<file path="src/rtl/alu_pkg.sv">
// Opcode/funct encodings and ALU function width shared by the issue stage, ALU and decoder.
package alu_pkg;
  localparam int ALU_FN_W = 6;

  localparam logic [5:0] OP_RTYPE = 6'h00;
  localparam logic [5:0] OP_ADDI  = 6'h08;
  localparam logic [5:0] OP_ADDIU = 6'h09;
  localparam logic [5:0] OP_SLTI  = 6'h0A;
  localparam logic [5:0] OP_SLTIU = 6'h0B;
  localparam logic [5:0] OP_ANDI  = 6'h0C;
  localparam logic [5:0] OP_ORI   = 6'h0D;
  localparam logic [5:0] OP_XORI  = 6'h0E;
  localparam logic [5:0] OP_LUI   = 6'h0F;

  localparam logic [5:0] FN_SLL  = 6'h00;
  localparam logic [5:0] FN_SRL  = 6'h02;
  localparam logic [5:0] FN_SRA  = 6'h03;
  localparam logic [5:0] FN_SLLV = 6'h04;
  localparam logic [5:0] FN_SRLV = 6'h06;
  localparam logic [5:0] FN_SRAV = 6'h07;
  localparam logic [5:0] FN_ADD  = 6'h20;
  localparam logic [5:0] FN_ADDU = 6'h21;
  localparam logic [5:0] FN_SUB  = 6'h22;
  localparam logic [5:0] FN_SUBU = 6'h23;
  localparam logic [5:0] FN_AND  = 6'h24;
  localparam logic [5:0] FN_OR   = 6'h25;
  localparam logic [5:0] FN_XOR  = 6'h26;
  localparam logic [5:0] FN_NOR  = 6'h27;
  localparam logic [5:0] FN_SLT  = 6'h2A;
  localparam logic [5:0] FN_SLTU = 6'h2B;
endpackage

</file>
<file path="src/rtl/operand_fwd_mux.sv">
// Source operand selection: r0 reads zero, then EX result, then WB result, then register file.
module operand_fwd_mux #(
  parameter int XLEN   = 32,
  parameter int FWD_EN = 1
) (
  input  logic [4:0]      idx,
  input  logic [XLEN-1:0] reg_val,
  input  logic            ex_en,
  input  logic [4:0]      ex_idx,
  input  logic [XLEN-1:0] ex_val,
  input  logic            wb_en,
  input  logic [4:0]      wb_idx,
  input  logic [XLEN-1:0] wb_val,
  output logic [XLEN-1:0] val
);
  always_comb begin
    val = reg_val;
    if (idx == 5'd0)
      val = '0;
    else if (FWD_EN != 0 && ex_en && ex_idx == idx)
      val = ex_val;
    else if (FWD_EN != 0 && wb_en && wb_idx == idx)
      val = wb_val;
  end
endmodule

</file>
<file path="src/rtl/alu_issue_stage.sv">
// Registered ID/EX issue stage: operand forwarding, decode to ALU operands/function,
// single-entry output register with valid/ready handshake and flush.
module alu_issue_stage
  import alu_pkg::*;
#(
  parameter int XLEN    = 32,
  parameter int IMM_W   = 16,
  parameter int SHAMT_W = 5,
  parameter int FWD_EN  = 1
) (
  input  logic                clk,
  input  logic                rst,
  input  logic                in_valid,
  output logic                in_ready,
  input  logic [5:0]          in_opcode,
  input  logic [5:0]          in_funct,
  input  logic [4:0]          in_rs_idx,
  input  logic [4:0]          in_rt_idx,
  input  logic [XLEN-1:0]     in_rs_val,
  input  logic [XLEN-1:0]     in_rt_val,
  input  logic [SHAMT_W-1:0]  in_shamt,
  input  logic [IMM_W-1:0]    in_imm,
  input  logic                fwd_ex_en,
  input  logic [4:0]          fwd_ex_idx,
  input  logic [XLEN-1:0]     fwd_ex_val,
  input  logic                fwd_wb_en,
  input  logic [4:0]          fwd_wb_idx,
  input  logic [XLEN-1:0]     fwd_wb_val,
  input  logic                flush,
  output logic                out_valid,
  input  logic                out_ready,
  output logic [XLEN-1:0]     out_a,
  output logic [XLEN-1:0]     out_b,
  output logic [ALU_FN_W-1:0] out_funct,
  output logic                out_illegal
);
  logic [XLEN-1:0] rs_v, rt_v, imm_se, imm_ze, shamt_ze;
  logic [XLEN-1:0] a_dec, b_dec;
  logic [ALU_FN_W-1:0] fn_dec;
  logic ill_dec, accept;

  logic                out_valid_q, out_valid_d;
  logic [XLEN-1:0]     out_a_q, out_a_d, out_b_q, out_b_d;
  logic [ALU_FN_W-1:0] out_funct_q, out_funct_d;
  logic                out_illegal_q, out_illegal_d;

  operand_fwd_mux #(.XLEN(XLEN), .FWD_EN(FWD_EN)) u_rs_mux (
    .idx(in_rs_idx), .reg_val(in_rs_val),
    .ex_en(fwd_ex_en), .ex_idx(fwd_ex_idx), .ex_val(fwd_ex_val),
    .wb_en(fwd_wb_en), .wb_idx(fwd_wb_idx), .wb_val(fwd_wb_val),
    .val(rs_v)
  );

  operand_fwd_mux #(.XLEN(XLEN), .FWD_EN(FWD_EN)) u_rt_mux (
    .idx(in_rt_idx), .reg_val(in_rt_val),
    .ex_en(fwd_ex_en), .ex_idx(fwd_ex_idx), .ex_val(fwd_ex_val),
    .wb_en(fwd_wb_en), .wb_idx(fwd_wb_idx), .wb_val(fwd_wb_val),
    .val(rt_v)
  );

  assign imm_se   = {{(XLEN-IMM_W){in_imm[IMM_W-1]}}, in_imm};
  assign imm_ze   = {{(XLEN-IMM_W){1'b0}}, in_imm};
  assign shamt_ze = {{(XLEN-SHAMT_W){1'b0}}, in_shamt};

  always_comb begin
    a_dec   = '0;
    b_dec   = '0;
    fn_dec  = '0;
    ill_dec = 1'b0;
    if (in_opcode == OP_RTYPE) begin
      case (in_funct)
        FN_SLL, FN_SRL, FN_SRA: begin
          a_dec = rt_v; b_dec = shamt_ze; fn_dec = in_funct;
        end
        FN_SLLV, FN_SRLV, FN_SRAV, FN_ADD, FN_ADDU, FN_SUB, FN_SUBU,
        FN_AND, FN_OR, FN_XOR, FN_NOR, FN_SLT, FN_SLTU: begin
          a_dec = rs_v; b_dec = rt_v; fn_dec = in_funct;
        end
        default: ill_dec = 1'b1;
      endcase
    end else if (in_opcode[5:4] == 2'b10) begin
      // loads/stores: address generation is an unsigned add
      a_dec = rs_v; b_dec = imm_se; fn_dec = FN_ADDU;
    end else begin
      case (in_opcode)
        OP_ADDI:  begin a_dec = rs_v; b_dec = imm_se; fn_dec = FN_ADD;  end
        OP_ADDIU: begin a_dec = rs_v; b_dec = imm_se; fn_dec = FN_ADDU; end
        OP_SLTI:  begin a_dec = rs_v; b_dec = imm_se; fn_dec = FN_SLT;  end
        OP_SLTIU: begin a_dec = rs_v; b_dec = imm_se; fn_dec = FN_SLTU; end
        OP_ANDI:  begin a_dec = rs_v; b_dec = imm_ze; fn_dec = FN_AND;  end
        OP_ORI:   begin a_dec = rs_v; b_dec = imm_ze; fn_dec = FN_OR;   end
        OP_XORI:  begin a_dec = rs_v; b_dec = imm_ze; fn_dec = FN_XOR;  end
        OP_LUI:   begin a_dec = imm_ze << 16; fn_dec = FN_ADDU; end
        default:  ill_dec = 1'b1;
      endcase
    end
  end

  assign in_ready = !out_valid_q || out_ready;
  assign accept   = in_valid && in_ready;

  // flush wins over a same-cycle accept; data registers simply hold when not loading
  always_comb begin
    out_valid_d   = out_valid_q;
    out_a_d       = out_a_q;
    out_b_d       = out_b_q;
    out_funct_d   = out_funct_q;
    out_illegal_d = out_illegal_q;
    if (flush) begin
      out_valid_d = 1'b0;
    end else if (accept) begin
      out_valid_d   = 1'b1;
      out_a_d       = a_dec;
      out_b_d       = b_dec;
      out_funct_d   = fn_dec;
      out_illegal_d = ill_dec;
    end else if (out_ready) begin
      out_valid_d = 1'b0;
    end
  end

  always_ff @(posedge clk or posedge rst) begin
    if (rst) begin
      out_valid_q   <= 1'b0;
      out_a_q       <= '0;
      out_b_q       <= '0;
      out_funct_q   <= '0;
      out_illegal_q <= 1'b0;
    end else begin
      out_valid_q   <= out_valid_d;
      out_a_q       <= out_a_d;
      out_b_q       <= out_b_d;
      out_funct_q   <= out_funct_d;
      out_illegal_q <= out_illegal_d;
    end
  end

  assign out_valid   = out_valid_q;
  assign out_a       = out_a_q;
  assign out_b       = out_b_q;
  assign out_funct   = out_funct_q;
  assign out_illegal = out_illegal_q;
endmodule

</file>
<file path="config.mk">
export PLATFORM = sky130hd
export DESIGN_NAME = alu_issue_stage
export DESIGN_NICKNAME = d
export VERILOG_FILES = /design/src/rtl/alu_pkg.sv /design/src/rtl/operand_fwd_mux.sv /design/src/rtl/alu_issue_stage.sv
export SDC_FILE = /design/constraint.sdc
export NUM_CORES = 1
export LEC_CHECK = 0
export BUFFER_PORTS_ARGS = -buffer_cell sky130_fd_sc_hd__buf_4
export CORE_ASPECT_RATIO = 1.1
export CORE_UTILIZATION = 35
export CTS_CLUSTER_DIAMETER = 40
export DETAILED_ROUTE_END_ITERATION = 6
export PLACE_DENSITY = 0.73
export SYNTH_ARGS = -nofsm -noshare
export SYNTH_HDL_FRONTEND = slang
export SYNTH_SLANG_ARGS = --single-unit
</file>
<file path="constraint.sdc">
create_clock -name clk -period 2.6 [get_ports clk]
set_input_delay 0.13 -clock clk [delete_from_list [all_inputs] [get_ports clk]]
set_output_delay 0.13 -clock clk [all_outputs]
set_load 0.005 [all_outputs]
</file>
Yosys cells after proc, flatten, opt, wreduce, memory -nomap -nowiden --
Cells that the tools add are included.
Word-level totals: RAM bits 0, bits in latches 0, input bits 188, word-level logic and storage cells 80, ROM bits 0, flip-flop bits (word level) 72, memories 0, output and inout port bits 73
Cells by class: add/subtract/negate cells 0, reduce and logical (&&, ||, !) cells 21, shifts and indexed selects 0, bitwise operators 1, equal/unequal tests 28, div/mod/pow operators 0, muxes and demuxes 25, order comparisons 0, $mul 0
Operator list (number):
- $mux 32 | 10
- $pmux 32 s2 | 4
- $eq 6x6->1 const B | 10
- $eq 6x4->1 const B | 8
- $pmux 6 s7 | 1
- $eq 5x5->1 | 4
- $eq 6x3->1 const B | 3
- $mux 6 | 3
- $reduce_or 16->1 | 1
- $reduce_or 13->1 | 1
- $eq 6x2->1 const B | 2
- $logic_not 6->1 | 2
- $logic_not 5->1 | 2
- $reduce_or 8->1 | 1
- $mux 1 | 7
- $reduce_or 7->1 | 1
- $reduce_or 3->1 | 2
- $logic_and 1x1->1 | 5
- $reduce_or 4->1 | 1
- $reduce_bool 3->1 | 1
- $eq 2x2->1 const B | 1
- $reduce_and 2->1 | 1
- $reduce_or 2->1 | 1
- $logic_not 1->1 | 1
- other kinds (2) | 2

Longest topological paths before layout --
Gate-level depths: netlist (run 1).
depth after elaboration 8, gate-level depth with buffers 8, depth with buffers taken out 6

Modules after synthesis --
From an unflattened synthesis (run 1), not the netlist that was laid out.
Second synthesis, totals: cells, all modules 737, area total of the unflattened synthesis 6140.9 µm²
Modules (own cells, without submodules):
- alu_issue_stage | cells each 383, times used 1, area an instance 3563.4 µm², sequential area each 1801.7 µm²
- operand_fwd_mux | cells each 177, times used 2, area an instance 1288.7 µm², sequential area each 0.0 µm²

Worst setup path before layout (run 1) --
OpenSTA, ideal clock, no wires.
path kind reg-to-reg, start register out_valid_q, in the netlist out_valid, end register out_a_q[15], in the netlist out_a[15], path buffers 2, required time 2530 ps, slack 852 ps, cell stages (with the launch flop) 7, library setup time 70 ps, clock period less this slack 1748 ps, arrival 1679 ps, cell sequence dfrtp_1 nor2b_1 nor3b_2 clkbuf_1 clkbuf_1 o2111ai_1 nand3_1
Between the ends: longest elaborated chain between the ends 4
Ends and longest elaborated chain:
- start: declaration | line alu_issue_stage.sv:42 | logic out_valid_q, out_valid_d;
- start signal: assignment | line alu_issue_stage.sv:130 | out_valid_q <= out_valid_d;
- $logic_not 1->1 | line alu_issue_stage.sv:99 | assign in_ready = !out_valid_q || out_ready;
- $logic_or 1x1->1 | line alu_issue_stage.sv:99
- $logic_and 1x1->1 | line alu_issue_stage.sv:100 | assign accept = in_valid && in_ready;
- $reduce_and 2->1 (no line)
- end signal: assignment | line alu_issue_stage.sv:131 | out_a_q <= out_a_d;
- end: declaration | line alu_issue_stage.sv:43 | logic [XLEN-1:0] out_a_q, out_a_d, out_b_q, out_b_d;
Every way passes these cells. A chain may end at the register's enable or synchronous reset.

Final worst setup path (run 1) --
start register out_valid_q, in the netlist out_valid, end register out_a_q[11], in the netlist out_a[11]
Same word-level chain as after synthesis.

==> flow_summary.json, run 1 <==
{
  "status": "completed",
  "cellPowerDensity_nw_per_um2": 468,
  "fin_ws_ns": 0.507,
  "arrival_ns": 2.37,
  "dpl_cell_area_um2": 7530,
  "clk_latency_ns": 0.33,
  "syn_area_per_cell_um2": 8.37,
  "firstDrtPassIters": 5,
  "crit_fanout": 16,
  "cts_resized": 0,
  "core_um2": 14600,
  "row_count": 46,
  "yosysUniqueCellTypes": 50,
  "root_buffer": "clkbuf_16",
  "async_reset_ff_frac": 1.00,
  "clockBufferDepth": 2,
  "die_w_um": 119,
  "finalNonFillerCells": 1070,
  "synth_most_common_cell": "nor2_1",
  "worst_hold_path_type": "in2reg",
  "r2r-end": "out_a[11]$_DFFE_PP0P_",
  "route.detailed.drc": 0,
  "postCtsSetupRepairBufs": 0,
  "yosys_most_used_dff": "dfrtp_1",
  "synth-compound-area-share": 0.365,
  "io_pins": 261,
  "drv_slew": 0,
  "vias_per_cell": 5.83,
  "diodes": 0,
  "finalCritPeriodShare": 0.805,
  "h-tree-depth": 3,
  "leakagePower_nw": 3.65,
  "holdPathEnd": "out_valid$_DFFE_PP0P_",
  "drv_cap": 0,
  "clkTransAtPathRegs_ns": 0.06,
  "synth-edff-count": 0,
  "critPathCaptureType": "flop",
  "portBuffers": 260,
  "grt_max_degree": 73,
  "die-height_um": 131,
  "final-setup-viol-count": 0,
  "grt.overflow.total": 0,
  "tritoncts": "yes",
  "layout-drive-gt1-share": 0.356,
  "max-vdd-ir-drop_v": 0.000273,
  "area_growth_pct": 48.3,
  "grt_pass1_vias": 6058,
  "fin_hold_ws_ns": 0.0414,
  "synth.mux.area_fraction": 0.0607,
  "fin_crit_ns": 2.09,
  "postSynthCellCount": 631,
  "hp-start": "in_valid",
  "cts_made_buffers": 9,
  "holdPathStages": 3,
  "place_ws_ns": 0.368,
  "crit_chain": "nor2b_1 > nor3b_4 > o211ai_2 > a211oi_1 > a211o_1",
  "clock_skew_ns": 0.00550,
  "rr_worst_depth": 5,
  "worst_pin_slew_ns": 0.985,
  "synthAdderAreaFrac": 0,
  "synth_area_um2": 5280,
  "die_area_um2": 15600,
  "start_util": 0.363,
  "syn_nets": 819,
  "ff2ff_setup_slack_ns": 0.51,
  "post-dp-hpwl_um": 16400,
  "first_iter_violations": 502,
  "max_freq_mhz": 478,
  "yosys.area.top_type": "dfrtp_1",
  "via_count": 6239,
  "cp_slowest_stage_delay_ns": 0.50,
  "reg2reg_from": "out_valid$_DFFE_PP0P_",
  "synth.area.top_cells": "dfrtp_1, nor2_1, mux2i_1",
  "critPathSlowestCell": "o211ai_2",
  "antenna_found_initial": 0,
  "finalHoldViolCount": 0,
  "final_area_um2": 7830,
  "synth_top_cell_area_share": 0.341,
  "synth_common_cells": "nor2_1, dfrtp_1, clkbuf_1",
  "worstPathRequired_ns": 2.88,
  "worstSetupPathType": "reg2reg",
  "wl_um": 22000,
  "antenna_left": 0,
  "drt-wirelength-per-cell_um": 20.6,
  "ys_warn_count": 0,
  "ys_ff_latch": 72,
  "synth-seq-area-share": 0.341,
  "relSlewSlack": 0.343,
  "gp_congestion": 0.890,
  "cts_hold_buffers": 2,
  "grt_pass1_wl_um": 33100,
  "synth_top_family_by_area": "compound AO/OA/AOI/OAI gates",
  "synth-simple-area-share": 0.137,
  "finalNetCount": 1061,
  "clock_sinks": 72,
  "start_kind": "flop",
  "rsz0062_at_grt": "no",
  "tns_ns": 0,
  "placed_cells": 1052,
  "synthXorXnorAreaFrac": 0.0332,
  "track_usage": 0.278
}
layout by cell type, fill, tap and decap left out, types with 5 or more instances in the layout:
cell	synthesis	final
a211o_1	32	32
a211oi_1	17	17
a21oi_1	32	32
a221oi_1	18	18
a311o_1	11	11
a311oi_1	11	11
a31oi_1	8	8
buf_12	0	6
buf_4	3	278
clkbuf_16	0	9
clkinv_2	0	5
dfrtp_1	72	72
inv_1	24	23
mux2i_1	32	32
nand2_1	35	35
nand3_1	9	7
nor2_1	87	87
o211a_1	13	13
o211ai_1	20	20
o21a_1	14	14
o21ai_0	28	28
o21ai_1	24	23
o22a_1	13	13
o22ai_1	16	16
xnor2_1	8	8
xor2_1	12	12
through the flow:
| stage | power [W] | util |
|---|---|---|
| 2_1_floorplan | 0.00181 | - |
| 3_3_place_gp | 0.00250 | 0.517 |
| 4_1_cts | 0.00368 | 0.538 |
| 3_5_place_dp | 0.00252 | 0.517 |
| 5_1_grt | 0.00385 | 0.538 |
| 6_report | 0.00366 | 0.538 |
how the worst max path moves through the flow:
stage | startpoint | end | slack [ns] | depth (start not counted)
finish | out_valid$_DFFE_PP0P_ | out_a[11]$_DFFE_PP0P_ | 0.51 | 5
detailed placement | in_opcode[1] | out_a[11]$_DFFE_PP0P_ | 0.37 | 7
floorplan | rst | out_a[0]$_DFFE_PP0P_ | 0.65 | 1
global placement | in_opcode[1] | out_a[5]$_DFFE_PP0P_ | 0.42 | 8
global route | out_valid$_DFFE_PP0P_ | out_a[11]$_DFFE_PP0P_ | 0.41 | 5
CTS | out_valid$_DFFE_PP0P_ | out_a[11]$_DFFE_PP0P_ | 0.50 | 5
metal layers:
layer / global-route usage / share of wire / vias up
met3: 0.0486 / 0.072 / 46
li1: - / - / 2877
met1: 0.357 / 0.41 / 3001
met4: 0.118 / 0.032 / 0
met2: 0.464 / 0.48 / 315
met5: 0 / 0 / -
layout make-up:
cell class	instances	area [um^2]
clock inverters	6	35.0
inverters	24	91.3
flip-flops and latches	72	1800
repair buffers	286	2230
multi-input cells	480	3190
fillers	1393	6730
clock buffers	10	239
well taps	192	240
flip-flops by register name, indices dropped and copies added, names as in the netlist:
| register | count |
|---|---|
| out_a | 32 |
| out_b | 32 |
| out_funct | 6 |
| out_illegal | 1 |
| out_valid | 1 |
cells by family after synthesis:
group	Yosys count
AND/OR/NAND/NOR	161
flip-flops	72
multiplexers	32
buffers and inverters	79
XOR/XNOR	20
AO/OA/AOI/OAI	267
report_power, final:
part	switching, W	internal, W	leakage (nW)
Sequential	0.000114	0.00128	0.873
Combinational	0.000502	0.000603	2.64
Clock	0.000493	0.000665	0.134
worst max-delay path, delay by kind of cell, from the launching register on:
| kind | cells | cell delay [ns] |
|---|---|---|
| compound gates | 3 | 1.04 |
| simple gates | 2 | 0.61 |
| flops | 1 | 0.38 |
(Power assumes the default switching activity.)
==> run 2: changes to the inputs <==
--- a/config.mk
+++ b/config.mk
@@ -5,12 +5,13 @@
 export SDC_FILE = /design/constraint.sdc
 export NUM_CORES = 1
 export LEC_CHECK = 0
+export ABC_AREA = 1
 export BUFFER_PORTS_ARGS = -buffer_cell sky130_fd_sc_hd__buf_4
 export CORE_ASPECT_RATIO = 1.1
 export CORE_UTILIZATION = 35
 export CTS_CLUSTER_DIAMETER = 40
 export DETAILED_ROUTE_END_ITERATION = 6
-export PLACE_DENSITY = 0.73
+export PLACE_DENSITY = 0.7
 export SYNTH_ARGS = -nofsm -noshare
 export SYNTH_HDL_FRONTEND = slang
 export SYNTH_SLANG_ARGS = --single-unit
==> constraint.sdc (replaced) <==
create_clock -name clk -period 2.15 [get_ports clk]
set_input_delay 0.1075 -clock clk [delete_from_list [all_inputs] [get_ports clk]]
set_output_delay 0.1075 -clock clk [all_outputs]
set_load 0.005 [all_outputs]
==> run 2 against run 1 <==
Net effect:
- critical endpoint is now out_a[16]$_DFFE_PP0P_
- setup slack got worse by 0.059 ns
- largest power group unchanged
- clock-buffer cell count shrank 1
- synthesized cell count increased by 69%
- routed wire length increased by 23%
- highest routed layer unchanged
- flip-flop and latch count stayed put
- die area grew 18%
- non-clock buffer count is 5 higher
- worst hold slack worse by 0.015 ns
- clock power grew 32%
==> flow_summary.json, run 2 <==
{
  "synth_most_common_cell": "nand3_1",
  "route.detailed.drc": 0,
  "final_common_cell": "buf_4",
  "p_seq_frac": 0.354,
  "syn_nets": 1253,
  "clock_skew_ns": 0.00478,
  "synthXorXnorAreaFrac": 0,
  "status": "completed",
  "fin_hold_ws_ns": 0.0261,
  "worst_pin_slew_ns": 0.511,
  "worstSetupPathType": "reg2reg",
  "drv_slew": 0,
  "antenna_found_initial": 1,
  "core_um2": 17300,
  "post-dp-hpwl_um": 20100,
  "area_growth_pct": 40.3,
  "synth-compound-area-share": 0.0705,
  "antenna_left": 0,
  "fin_crit_ns": 1.70,
  "relSlewSlack": 0.658,
  "critPathCaptureType": "flop",
  "rr_worst_depth": 11,
  "grt.overflow.total": 0,
  "layout-drive-gt1-share": 0.278,
  "synth_common_cells": "nand3_1, nand2_1, nor2_1",
  "first_iter_violations": 687,
  "ff2ff_setup_slack_ns": 0.45,
  "worstPathRequired_ns": 2.39,
  "start_kind": "flop",
  "finalCritPeriodShare": 0.791,
  "critPathLaunch": "out_valid$_DFFE_PP0P_",
  "h-tree-depth": 3,
  "track_usage": 0.295,
  "synth-simple-area-share": 0.507,
  "comb_power_share": 0.332,
  "hp-start": "in_valid",
  "yosys.area.top_type": "dfrtp_1",
  "grt_pass1_wl_um": 40800,
  "synth_top_cell_area_share": 0.288,
  "gp_congestion": 0.916,
  "postSynthCellCount": 1065,
  "via_count": 7976,
  "finalNonFillerCells": 1541,
  "crit_fanout": 20,
  "synthAdderAreaFrac": 0,
  "vias_per_cell": 5.18,
  "total_power_w": 0.00487,
  "synth.mux.area_fraction": 0,
  "syn_area_per_cell_um2": 5.88,
  "synth.area.top_cells": "dfrtp_1, nand3_1, nand2_1",
  "crit_chain": "inv_1 > nor2_1 > inv_1 > nand2_1 > inv_2 > buf_4 > o21ai_0 > inv_1 > nand3_1 > nand2_1 > inv_1",
  "rsz0062_at_grt": "no",
  "holdPathEnd": "out_valid$_DFFE_PP0P_",
  "synth-seq-area-share": 0.288,
  "cts_resized": 0,
  "r2r-end": "out_a[16]$_DFFE_PP0P_",
  "clk_latency_ns": 0.34,
  "clock_sinks": 72,
  "ys_ff_latch": 72,
  "io_pins": 261,
  "max-vdd-ir-drop_v": 0.000363,
  "placed_cells": 1522,
  "p_int_w": 0.00327,
  "yosysUniqueCellTypes": 28,
  "synth-edff-count": 0,
  "worst_hold_path_type": "in2reg",
  "wl_um": 27000,
  "start_util": 0.363,
  "p_switching_w": 0.00160,
  "postCtsSetupRepairBufs": 0,
  "clkTransAtPathRegs_ns": 0.06,
  "cts_made_buffers": 9,
  "clockBufferDepth": 2,
  "holdPathStages": 3,
  "arrival_ns": 1.94,
  "die-height_um": 142,
  "tns_ns": 0,
  "root_buffer": "clkbuf_16",
  "max_freq_mhz": 588,
  "grt_pass1_vias": 7530,
  "p_clk_frac": 0.314,
  "final-setup-viol-count": 0,
  "cellPowerDensity_nw_per_um2": 554,
  "portBuffers": 260,
  "finalHoldViolCount": 0,
  "die_area_um2": 18400,
  "final_cell_mix": "buf_4, nand3_1, nand2_1, nor2_1, inv_1",
  "row_count": 50,
  "drv_cap": 0,
  "yosys_most_used_dff": "dfrtp_1",
  "firstDrtPassIters": 5,
  "worst_path_most_repeated_cell": "inv_1",
  "synth_area_um2": 6260,
  "switching_share": 0.328,
  "leakagePower_nw": 4.91,
  "fillers": 1838,
  "critPathSlowestCell": "dfrtp_1",
  "finalNetCount": 1489,
  "drt-wirelength-per-cell_um": 17.5,
  "async_reset_ff_frac": 1.00,
  "synth_top_family_by_area": "simple AND/OR/NAND/NOR gates",
  "die_w_um": 130,
  "reg2reg_from": "out_valid$_DFFE_PP0P_",
  "ys_warn_count": 0,
  "cp_slowest_stage_delay_ns": 0.37,
  "tritoncts": "yes",
  "grt_max_degree": 73
}
[run 2: repair_timing]
| item | in CTS | in global routing |
|---|---|---|
| endpoints found under the setup margin | 0 | 0 |
| hold buffers | 2 | 0 |
| hold endpoints to repair | 73 | 0 |
[run 2: power groups by stage]
| stage | registers (W) | logic [W] | clock network [W] |
|---|---|---|---|
| 3_3_place_gp | 0.00174 | 0.00158 | 0 |
| 2_1_floorplan | 0.00171 | 0.000716 | 0 |
| 6_report | 0.00172 | 0.00162 | 0.00153 |
| 3_5_place_dp | 0.00174 | 0.00161 | 0 |
| 5_1_grt | 0.00174 | 0.00178 | 0.00161 |
| 4_1_cts | 0.00172 | 0.00162 | 0.00155 |
[run 2: per-stage QoR]
step | instance area [um^2] | setup WS (ns) | util
after global routing | 8780 | 0.279 | 0.509
after CTS | 8780 | 0.442 | 0.509
after floorplan | 6260 | 0.218 | -
after detailed placement | 8470 | 0.402 | 0.490
after global placement | 8470 | 0.463 | 0.490
final | 8780 | 0.449 | 0.509
[run 2: cell families (layout without fill, tap and decap cells)]
group | count (synthesis) | count (layout)
other | 0 | 1
buffers and inverters | 206 | 447
AO/OA/AOI/OAI | 82 | 82
flip-flops | 72 | 72
AND/OR/NAND/NOR | 705 | 705
[run 2: critical path: cells and delay by family, from the launching register on]
kind / cells / cell delay, ns
flops: 1 / 0.37
compound gates: 1 / 0.12
simple gates: 4 / 0.27
buf+inv: 6 / 0.84
[run 2: metal layers]
metal / track usage / routed length [um]
met3: 0.0538 / 2180
met1: 0.362 / 10800
met2: 0.493 / 12900
met5: 0 / 0
met4: 0.152 / 1120
[run 2: area by class of cell]
type / count / area, um^2 / area share
well taps: 234 / 293 / 0.0333
clock inverters: 7 / 70.1 / 0.00798
inverters: 140 / 527 / 0.0600
multi-input cells: 787 / 3630 / 0.413
clock buffers: 9 / 225 / 0.0256
flip-flops and latches: 72 / 1800 / 0.205
diodes: 1 / 2.50 / 0.000285
repair buffers: 291 / 2240 / 0.255
[run 2: worst max-delay path by stage]
stage,endpoint
after floorplan,out_a[0]$_DFFE_PP0P_
after global placement,out_a[0]$_DFFE_PP0P_
after detailed placement,out_a[3]$_DFFE_PP0P_
after CTS,out_a[16]$_DFFE_PP0P_
after global routing,out_a[27]$_DFFE_PP0P_
final,out_a[16]$_DFFE_PP0P_
==> run 3: changes to the inputs <==
--- a/config.mk
+++ b/config.mk
@@ -11,7 +11,7 @@
 export CORE_UTILIZATION = 35
 export CTS_CLUSTER_DIAMETER = 40
 export DETAILED_ROUTE_END_ITERATION = 6
-export PLACE_DENSITY = 0.7
+export PLACE_DENSITY = 0.73
 export SYNTH_ARGS = -nofsm -noshare
 export SYNTH_HDL_FRONTEND = slang
 export SYNTH_SLANG_ARGS = --single-unit
==> constraint.sdc (replaced) <==
create_clock -name clk -period 1.4 [get_ports clk]
set_input_delay 0.07 -clock clk [delete_from_list [all_inputs] [get_ports clk]]
set_output_delay 0.07 -clock clk [all_outputs]
set_load 0.005 [all_outputs]
==> run 3 against run 2 <==
Net effect:
- the flow now finishes with violations (design-rule violations, negative setup slack)
- flip-flop and latch count did not move
- sequential power rose by 55%
- final area rose by 14%
- combinational power rose by 86%
- final cell count rose by 4.2%
- global-route usage rose by 1.5 points
- utilization rose by 6.9 points
- worst hold slack improved by 0.013 ns
- highest routed layer unchanged
==> flow_summary.json, run 3 (same netlist as run 2, synthesis figures left out) <==
{
  "die-height_um": 142,
  "violations": "design-rule violations, negative setup slack",
  "die_area_um2": 18400,
  "io_pins": 261,
  "fin_crit_ns": 1.51,
  "antenna_found_initial": 1,
  "final_area_um2": 9980,
  "gp_congestion": 0.962,
  "portBuffers": 260,
  "finalCritPeriodShare": 1.08,
  "grt_max_degree": 55,
  "row_count": 50,
  "vias_per_cell": 5.34,
  "grt_pass1_wl_um": 43300,
  "track_usage": 0.311,
  "fin_ws_ns": -0.107,
  "firstDrtPassIters": 7,
  "finalNonFillerCells": 1606,
  "area_growth_pct": 59.3,
  "place_ws_ns": -0.120,
  "start_kind": "flop",
  "worstSetupPathType": "reg2reg",
  "register_area_um2": 1800,
  "die_w_um": 130,
  "tns_ns": -3.09,
  "finalNetCount": 1554,
  "final-setup-viol-count": 63,
  "post-dp-hpwl_um": 21600,
  "antenna_left": 0,
  "wl_um": 29600,
  "h-tree-depth": 3,
  "max_freq_mhz": 663,
  "met1_usage": 0.384,
  "clock_sinks": 72,
  "clkTransAtPathRegs_ns": 0.06,
  "clk_latency_ns": 0.34,
  "grt_busiest_layer": "met2",
  "rsz0062_at_grt": "yes",
  "drt-wirelength-per-cell_um": 18.4,
  "clockBufferDepth": 2,
  "fillers": 1699,
  "placed_cells": 1565,
  "start_util": 0.363,
  "cellPowerDensity_nw_per_um2": 809,
  "relSlewSlack": 0.702,
  "drv_cap": 0,
  "worstPathRequired_ns": 1.63,
  "core_um2": 17300,
  "leakagePower_nw": 5.35,
  "final_cell_mix": "buf_4, nand3_1, nand2_1, nor2_1, inv_1",
  "dpl_cell_area_um2": 8890,
  "grt_pass1_vias": 8128,
  "multi_input_area_um2": 4020,
  "via_count": 8572,
  "route.detailed.drc": 1,
  "clock_skew_ns": 0.00658,
  "worst_pin_slew_ns": 0.443,
  "drv_slew": 0,
  "use_met3": 0.0440,
  "finalHoldViolCount": 0,
  "crit_fanout": 7,
  "tritoncts": "yes",
  "layout-drive-gt1-share": 0.373,
  "cts_made_buffers": 9,
  "first_iter_violations": 676,
  "worst_hold_path_type": "in2reg",
  "critPathCaptureType": "flop",
  "status": "finished with violations",
  "max-vdd-ir-drop_v": 0.000631,
  "arrival_ns": 1.73,
  "root_buffer": "clkbuf_16",
  "final_common_cell": "buf_4",
  "use_met2": 0.534,
  "grt.overflow.total": 0
}
==> run 3: changes by cell type in the layout (fill, tap and decap cells not counted), sizes merged <==
cell	previous run	this run
inv	140	138
dlygate4sd3	2	5
clkinvlp	1	3
buf	289	345
clkbuf	9	15
==> run 3: layer usage <==
metal  vias up  wire length [um]
li1       4028                 -
met1      4024             11400
met2       450             14500
met3        70              2500
met4         0              1150
met5         -                 0
==> run 3: report_power, final <==
| group | switching [W] | total [W] | internal [W] |
|---|---|---|---|
| Clock | 0.000992 | 0.00238 | 0.00139 |
| Combinational | 0.00146 | 0.00302 | 0.00156 |
| Sequential | 0.000267 | 0.00267 | 0.00241 |
| Total | 0.00271 | 0.00807 | 0.00536 |
==> run 3: stage by stage <==
step | utilization | hold WS [ns] | total power (W)
after floorplan | - | 0.133 | 0.00373
after global placement | 0.515 | 0.188 | 0.00523
after detailed placement | 0.515 | 0.189 | 0.00527
after CTS | 0.541 | 0.0151 | 0.00772
after global routing | 0.578 | 0.0297 | 0.00846
final | 0.578 | 0.0387 | 0.00807
==> run 3: what timing repair did <==
action | 4_1_cts | 5_1_grt
endpoints found under the setup margin | 44 | 60
endpoints found under the hold margin | 75 | 0
gates cloned | 2 | 7
buffers inserted | 3 | 7
pin swaps | 0 | 32
gates resized for setup | 9 | 152
hold buffers | 5 | 0
==> run 3: layout make-up <==
class	instances	share of cell area
multi-input cells	787	0.402
repair buffers	355	0.302
flip-flops and latches	72	0.181
inverters	140	0.0543
well taps	234	0.0293
clock buffers	10	0.0229
clock inverters	6	0.00677
repair inverters	1	0.00163
diodes	1	0.000251
==> run 3: worst paths after layout <==
| check | from | end | slack [ns] | cells past startpoint |
|---|---|---|---|---|
| max | out_valid$_DFFE_PP0P_ | out_b[2]$_DFFE_PP0P_ | -0.11 | 10 |
| min | in_shamt[1] | out_b[1]$_DFFE_PP0P_ | 0.04 | 3 |
| max reg2reg | out_valid$_DFFE_PP0P_ | out_b[2]$_DFFE_PP0P_ | -0.11 | 10 |
| min reg2reg | out_funct[4]$_DFFE_PP0P_ | out_funct[4]$_DFFE_PP0P_ | 0.50 | 2 |
| max in group asynchronous | rst | out_a[10]$_DFFE_PP0P_ | 0.72 | 4 |
| min in group asynchronous | rst | out_funct[4]$_DFFE_PP0P_ | 0.38 | 4 |
==> run 3: worst max-delay path: stages (launching register included) <==
cell,delay [ns]
dfrtp_1,0.36
inv_1,0.05
nor2_1,0.08
inv_1,0.08
nand2_4,0.13
clkinv_8,0.12
buf_16,0.16
buf_8,0.13
buf_6,0.13
nor2_2,0.09
a21oi_1,0.05
